File: src/rtl/vga_timing_decoder.sv
// Receive-side VGA timing decoder: recovers hcount/vcount, line and frame
// strobes, measured line/frame totals and a lock indication from sync/blank inputs.
module vga_timing_decoder #(
  parameter int H_TOTAL     = 1344,
  parameter int V_TOTAL     = 806,
  parameter int LOCK_FRAMES = 2
) (
  input  logic        clk,
  input  logic        rst_n,
  input  logic        hsync_in,
  input  logic        vsync_in,
  input  logic        hblnk_in,
  input  logic        vblnk_in,
  output logic        hsync_out,
  output logic        vsync_out,
  output logic        hblnk_out,
  output logic        vblnk_out,
  output logic [10:0] hcount_out,
  output logic [10:0] vcount_out,
  output logic        line_start,
  output logic        frame_start,
  output logic [10:0] h_total_meas,
  output logic [10:0] v_total_meas,
  output logic        locked,
  output logic [7:0]  err_cnt
);

  localparam logic [11:0] HTotalC     = 12'(H_TOTAL);
  localparam logic [11:0] VTotalC     = 12'(V_TOTAL);
  localparam logic [3:0]  LockFramesC = 4'(LOCK_FRAMES);
  localparam logic [10:0] CountMaxC   = 11'h7FF;

  typedef enum logic [1:0] {SEARCH, MEASURE, LOCKED} state_e;

  state_e      state_q, state_d;
  logic [3:0]  good_q, good_d;
  logic [7:0]  errCnt_q, errCnt_d;
  logic        lineErr_q, lineErr_d;
  logic        locked_q;
  logic        hblnk_q, vblnk_line_q;
  logic        hsync_q, vsync_q, hblnkOut_q, vblnkOut_q;
  logic        lineStart_q, frameStart_q;
  logic [10:0] hcount_q, vcount_q, hTotal_q, vTotal_q;

  logic        lineEdge, frameEdge, timeout, badLine, badFrame;
  logic [11:0] hLen, vLen;

  // Lengths are formed one bit wider so a saturated counter never aliases a valid total.
  assign hLen      = {1'b0, hcount_q} + 12'd1;
  assign vLen      = {1'b0, vcount_q} + 12'd1;
  assign lineEdge  = hblnk_q & ~hblnk_in;
  assign frameEdge = lineEdge & vblnk_line_q & ~vblnk_in;
  assign timeout   = (hcount_q == CountMaxC);
  assign badLine   = timeout | (lineEdge & ~frameEdge & (hLen != HTotalC));
  assign badFrame  = frameEdge & ((vLen != VTotalC) | lineErr_q | badLine);

  always_comb begin
    state_d   = state_q;
    good_d    = good_q;
    errCnt_d  = errCnt_q;
    lineErr_d = frameEdge ? 1'b0 : (badLine ? 1'b1 : lineErr_q);
    unique case (state_q)
      SEARCH: begin
        if (frameEdge && !timeout) begin
          state_d = MEASURE;
          good_d  = 4'd0;
        end
      end
      MEASURE: begin
        if (timeout) begin
          state_d = SEARCH;
        end else if (frameEdge) begin
          if (badFrame) begin
            good_d = 4'd0;
          end else begin
            good_d = good_q + 4'd1;
            if (good_q + 4'd1 == LockFramesC) state_d = LOCKED;
          end
        end
      end
      LOCKED: begin
        if (badLine || badFrame) begin
          state_d = SEARCH;
          if (errCnt_q != 8'hFF) errCnt_d = errCnt_q + 8'd1;
        end
      end
      default: state_d = SEARCH;
    endcase
  end

  always_ff @(posedge clk or negedge rst_n) begin
    if (!rst_n) begin
      state_q   <= SEARCH;
      good_q    <= 4'd0;
      errCnt_q  <= 8'd0;
      lineErr_q <= 1'b0;
      locked_q  <= 1'b0;
    end else begin
      state_q   <= state_d;
      good_q    <= good_d;
      errCnt_q  <= errCnt_d;
      lineErr_q <= lineErr_d;
      locked_q  <= (state_d == LOCKED);
    end
  end

  always_ff @(posedge clk or negedge rst_n) begin
    if (!rst_n) begin
      hblnk_q      <= 1'b0;
      vblnk_line_q <= 1'b0;
      hsync_q      <= 1'b0;
      vsync_q      <= 1'b0;
      hblnkOut_q   <= 1'b0;
      vblnkOut_q   <= 1'b0;
      lineStart_q  <= 1'b0;
      frameStart_q <= 1'b0;
      hcount_q     <= 11'd0;
      vcount_q     <= 11'd0;
      hTotal_q     <= 11'd0;
      vTotal_q     <= 11'd0;
    end else begin
      hblnk_q      <= hblnk_in;
      hsync_q      <= hsync_in;
      vsync_q      <= vsync_in;
      hblnkOut_q   <= hblnk_in;
      vblnkOut_q   <= vblnk_in;
      lineStart_q  <= lineEdge;
      frameStart_q <= frameEdge;
      if (lineEdge) begin
        hcount_q     <= 11'd0;
        hTotal_q     <= hLen[10:0];
        vblnk_line_q <= vblnk_in;
      end else if (!timeout) begin
        hcount_q <= hcount_q + 11'd1;
      end
      if (frameEdge) begin
        vcount_q <= 11'd0;
        vTotal_q <= vLen[10:0];
      end else if (lineEdge && vcount_q != CountMaxC) begin
        vcount_q <= vcount_q + 11'd1;
      end
    end
  end

  assign hsync_out    = hsync_q;
  assign vsync_out    = vsync_q;
  assign hblnk_out    = hblnkOut_q;
  assign vblnk_out    = vblnkOut_q;
  assign hcount_out   = hcount_q;
  assign vcount_out   = vcount_q;
  assign line_start   = lineStart_q;
  assign frame_start  = frameStart_q;
  assign h_total_meas = hTotal_q;
  assign v_total_meas = vTotal_q;
  assign locked       = locked_q;
  assign err_cnt      = errCnt_q;

endmodule

File: config.mk
export PLATFORM = sky130hd
export DESIGN_NAME = vga_timing_decoder
export DESIGN_NICKNAME = d
export VERILOG_FILES = /design/src/rtl/vga_timing_decoder.sv
export SDC_FILE = /design/constraint.sdc
export NUM_CORES = 1
export LEC_CHECK = 0
export ABC_AREA = 1
export BUFFER_PORTS_ARGS = -buffer_cell sky130_fd_sc_hd__buf_2
export CAP_MARGIN = 25
export CORE_ASPECT_RATIO = 0.6
export CORE_MARGIN = 2
export CORE_UTILIZATION = 59
export DETAILED_ROUTE_END_ITERATION = 7
export GPL_TIMING_DRIVEN = 1
export MAX_ROUTING_LAYER = met4
export PLACE_DENSITY = 0.91
export SETUP_SLACK_MARGIN = 0.02
export SLEW_MARGIN = 5
export SYNTH_ARGS = -nofsm -noshare
export SYNTH_HDL_FRONTEND = slang
export SYNTH_SLANG_ARGS = --single-unit
File: constraint.sdc
create_clock -name clk -period 3.2 [get_ports clk]
set_clock_uncertainty 0.05 [all_clocks]
set_input_delay 0.32 -clock clk [delete_from_list [all_inputs] [get_ports clk]]
set_output_delay 0.32 -clock clk [all_outputs]
set_load 0.03 [all_outputs]
==> Word-level counts from Yosys, hierarchy flattened <==
Cells that the tools add are included.
{ "totals": {"register_bits": 67, "latchBits": 0, "ramBits": 0, "rom_bits": 0, "output_inout_bits": 59, "n_memories": 0} }
{ "op_classes": {"add_sub_neg": 6, "n_mul": 0, "n_div": 0, "magnitude_cmp": 0, "n_eq_ne": 13, "n_shift": 0, "n_mux": 18, "bitwise": 12, "reduce_logical": 10} }
{ "op_table": {"columns": ["op", "n"], "rows": [
  ["11-bit 2-to-1 mux", 4],
  ["11-bit by 1-bit adder with 12-bit output (second input constant)", 2],
  ["11-bit by 1-bit adder with 11-bit output (second input constant)", 2],
  ["4-bit 2-to-1 mux", 4],
  ["2-bit 2-to-1 mux", 6],
  ["12-bit by 10-bit != test with 1-bit output (second input constant)", 1],
  ["12-bit by 11-bit != test with 1-bit output (second input constant)", 1],
  ["11-bit == test (second input constant)", 1],
  ["11-bit != test (second input constant)", 1],
  ["8-bit by 1-bit adder with 8-bit output (second input constant)", 1],
  ["2-bit != test (second input constant)", 4],
  ["8-bit != test (second input constant)", 1],
  ["4-bit case mux with 2 select lines", 1],
  ["1-bit bitwise AND", 6],
  ["2-bit case mux with 3 select lines", 1],
  ["2-bit nonzero test", 3],
  ["4-bit by 1-bit adder with 4-bit output (second input constant)", 1],
  ["2-bit == test (second input constant)", 2],
  ["4-bit by 2-bit == test with 1-bit output (second input constant)", 1],
  ["4-bit AND reduction", 1],
  ["1-bit NOT", 3],
  ["1-bit OR", 3],
  ["3-bit AND reduction", 1],
  ["2-bit by 1-bit == test with 1-bit output (second input constant)", 1],
  ["5 further kinds", 7]
]} }

==> Logic depth before layout (Yosys ltp) <==
{ "logic_depth": {"depth_word": 15, "mapped_depth": 16, "mapped_depth_nobuf": 15} }

==> Worst setup path after synthesis <==
OpenSTA, ideal clock, no wires.
{ "synth_timing": {"path_kind": "reg-to-reg", "from": "reg hcount_q[0] (netlist: hcount_out[0])", "to": "reg errCnt_q[6] (netlist: err_cnt[6])", "arrival_ns": 2.090, "t_required_ns": 3.023, "path_slack_ns": 0.932, "path_stages_with_launch": 14, "n_path_buf": 1, "period_less_slack_ns": 2.268, "cell_sequence": "dfrtp_1 > ha_1 > nand3_2 > nor2_4 > nand3_1 > nand2_1 > nor2_1 > nand2_1 > a21oi_4 > nand2_4 > nand2_4 > buf_6 > nand2_1 > o21ai_0"} }
{ "synth_between": {"elab_chain_len": 8, "elab_cells_between_ends": 9, "classes_between": "add/sub: 1; eq/ne: 2; bitwise: 4; reduce/logical: 2"} }
{ "synth_lines": {"columns": ["element", "line_no", "text"], "rows": [
  ["start: declaration", "43", "logic [10:0] hcount_q, vcount_q, hTotal_q, vTotal_q;"],
  ["start signal: assignment", "134", "hcount_q <= hcount_q + 11'd1;"],
  ["11-bit by 1-bit adder with 12-bit output", "49", "assign hLen = {1'b0, hcount_q} + 12'd1;"],
  ["12-bit by 11-bit != test with 1-bit output", "54", "assign badLine = timeout | (lineEdge & ~frameEdge & (hLen != HTotalC));"],
  ["1-bit bitwise AND", "54", null],
  ["1-bit OR *", "54", null],
  ["1-bit OR", "55", "assign badFrame = frameEdge & ((vLen != VTotalC) | lineErr_q | badLine);"],
  ["1-bit bitwise AND", "55", null],
  ["1-bit logical OR *", "82", "if (badLine || badFrame) begin"],
  ["3-bit AND reduction (no source line) *", null, null],
  ["end signal: assignment", "101", "errCnt_q <= errCnt_d;"],
  ["end: declaration", "37", "logic [7:0] errCnt_q, errCnt_d;"]
]} }
Mark *: on every way between the ends. The rest lies on a longest branch, timed or not.
A chain may end at the register's enable or synchronous reset.

==> Final worst setup path <==
{ "layout_timing": {"from": "reg hcount_q[0] (netlist: hcount_out[0])", "to": "reg errCnt_q[5] (netlist: err_cnt[5])"} }
Same word-level chain as after synthesis.

==> impl_results.md <==
- Status: finished clean
- Layout cells sized above 1: 20.6%
- First-pass GRT wire length: 12200 um
- Die Y: 61.2 um
- Starting DRC count in detailed routing: 184
- Final TNS setup: 0 ns
- Post-synth EDFFs: 0
- Max clock buf depth: 2
- Hold Crit Endpoint: vsync_out
- H-tree Lvls: 3
- Clock root cell: clkbuf_8
- Critical path buffer and inverter count: 0
- CTS Buf Count: 9
- CP Data Required Time: 3.41 ns
- Core Util, Final: 74.5%
- Synthesized cell area: 0.00322 mm^2
- Top_reg_cell synth: dfrtp_1
- Most used cell, CP: nand2_4
- Fmax: 0.418 GHz
- Post-cts sizing count: 0
- Initial antenna violation count: 0
- Period Utilization, post-route: 74.8%
- # diodes: 0
- Yosys warnings: 0
- PwrDens: 601 mW/mm^2
- Final net count: 465
- Hold WS: 0.0293 ns
- Core ar.: 0.00515 mm^2
- Synth Register Bits: 67
- Initial core utilization: 62.5%
- GRT Total Usage: 27.7%
- Top cells by area, synth: dfrtp_1, nand2_1, inv_1, o21ai_0, nand3_1
- Slew Viols, Final: 0
- Final antenna-violating net count: 0
- Mapped Nets: 392
- Cell count after synthesis: 379
- Via density: 5.41
- Async SR Flop Fraction: 100%
- Worst Reg-to-Reg Cells: 7
- Clock sinks: 67
- CP Class: flip-flop to flip-flop
- Leakage power total: 2.00 nW
- FP Rows: 20
- Max Cap Viol: 0
- Hpwl dp: 5360 um
- Worst setup margin: 0.805 ns
- Per-cell routed wire length: 14.2 um
- Worst slew pin tran: 0.890 ns
- Largest net degree at the start of global routing: 30
- Avg Cell Area, Syn: 8.50 um^2
- HP Class: primary input to flip-flop
- CP max stage delay: 0.76 ns
- Final Hold Vio Count: 0
- Critical Path Start Type: flip-flop
- Arr. time, crit path: 2.60 ns
- Routed wire length: 7400 um
- Fillers: 401
- Die X: 99.4 um
- CTS tree: done
- Pre-Repair DR Iteration Count: 5
- Area growth syn-to-layout: 19.2%
- Final cell count without fillers: 523
- Total via count in the routed design: 2829
- Distinct cells, synth: 27
- Crit-path max FO: 11
- Top-area cell type share of the netlist area: 52.0%
- Clock-pin slew on the worst setup and hold paths: 0.07 ns
- Worst r2r src: hcount_out[0]
- Hold depth: 1
- Setup Viol. Count Final: 0
- Placer Congestion: 0.891
- Peak VDD IR: 485 uV
- Pre-CTS setup slack: 0.861 ns
- Hold Startpoint: vsync_in
- Leading area contributor after synthesis: dfrtp_1
- Critical path endpoint category: flip-flop
- Vias in the first global route: 2548
- RR Endpoint: err_cnt[5]
- Final min period: 2.40 ns
- Post-Place Cells: 506
- Grt total ovfl: 0
- DRC Markers: 0
- Die area: 0.00609 mm^2
- Ports: 65
- Buffers on Ports: 64
- RSZ-0062 raised after global routing: false
- Flop2flop setup slack: 0.80 ns
- Slowest-stage cell, CP: nor4_1
- Slew headroom: 40.1%
- Worst-Skew Late Latency: 0.35 ns
- Delay-heaviest family, CP: simple AND/OR/NAND/NOR gates
- Seq/Total Area, Yosys: 52.0%
- CP cell instances: ha_1 -> nand3_2 -> nor4_1 -> a21oi_4 -> nand2_4 -> nand2_4 -> o21ai_0
==> worst max path at each step <==
stage	startpoint	endpoint	slack (ns)	cells after the start
after floorplan	hcount_out[0]	err_cnt[6]	0.93	13
after detailed placement	vcount_out[0]	good_q[0]	0.86	11
after global routing	vcount_out[0]	err_cnt[5]	0.57	14
after CTS	hcount_out[0]	err_cnt[5]	0.83	7
final	hcount_out[0]	err_cnt[5]	0.80	7
after global placement	vcount_out[0]	good_q[2]	0.94	11
==> synthesized netlist by cell type, types with 3 or more instances <==
cell type / count
nand2_1: 109
dfrtp_1: 67
inv_1: 44
o21ai_0: 33
nand3_1: 29
nor2_1: 24
o22ai_1: 10
nand4_1: 8
ha_1: 7
xor2_1: 7
xnor2_1: 6
a21oi_1: 5
clkbuf_1: 5
nor3_1: 4
a31oi_1: 3
nand3b_1: 3
nor2_4: 3
==> cell type report <==
type | instances | area [um^2] | area share (%)
Clock buffer | 16 | 210 | 5.47
Sequential cell | 67 | 1680 | 43.6
Inverter | 44 | 165 | 4.30
Timing Repair Buffer | 70 | 368 | 9.58
Tap cell | 66 | 82.6 | 2.15
Multi-Input combinational cell | 260 | 1340 | 34.9
==> where the power goes <==
part	switching (W)	leakage [nW]	internal, W	total, W
Clock	0.000300	0.109	0.000409	0.000710
Sequential	0.000103	0.892	0.000949	0.00105
Combinational	0.000392	1.00	0.000156	0.000548
==> registers in the layout, indices dropped and copies added, names as in the netlist, 2 cells and up <==
register	count
good_q	4
vcount_out	11
h_total_meas	11
v_total_meas	11
err_cnt	8
hcount_out	11
state_q	2
==> metal layers <==
metal  track usage (%)  vias up  routed length [um]
met5                 -        -                   0
met3              8.06       16                 637
met4              8.02        0                 130
met1              37.5     1314                3340
li1                  -     1378                   -
met2              41.3      121                3300
==> logic make-up (layout without fill, tap and decap cells) <==
kind of cell	count (synthesis)	count (layout)	synth area share, %
simple gates	186	186	25.6
flops	67	67	52.0
compound gates	53	53	9.17
buf+inv	52	130	6.41
xor+xnor	14	14	4.04
fa+ha+maj	7	7	2.72
==> layout by cell type (no fill, tap or decap), types with 2 or more instances in the layout <==
cell	netlist	layout
clkbuf_8	0	15
buf_2	0	64
nand3_2	2	2
o22ai_1	10	10
nand2_1	109	109
buf_4	1	5
nand3_1	29	29
nand3b_1	3	3
xor2_1	7	7
a21oi_1	5	5
o21ai_0	33	33
nor3_1	4	4
nand2_4	2	2
nor2_1	24	24
a31oi_1	3	3
inv_1	44	44
ha_1	7	7
nand4_1	8	8
dfrtp_1	67	67
xnor2_1	6	6
nor2_4	3	3
==> timing repair <==
item / CTS / global route
setup buffers: 0 / 0
hold buffers: 1 / 0
hold endpoints to repair: 17 / 0
setup endpoints to repair: 0 / 0
==> metrics by stage <==
stage	instance area [um^2]	total power, W
after floorplan	3220	0.00143
after global placement	3620	0.00159
after detailed placement	3620	0.00161
after CTS	3840	0.00234
after global routing	3840	0.00243
final	3840	0.00231
Power figures use the tool's default switching activity.
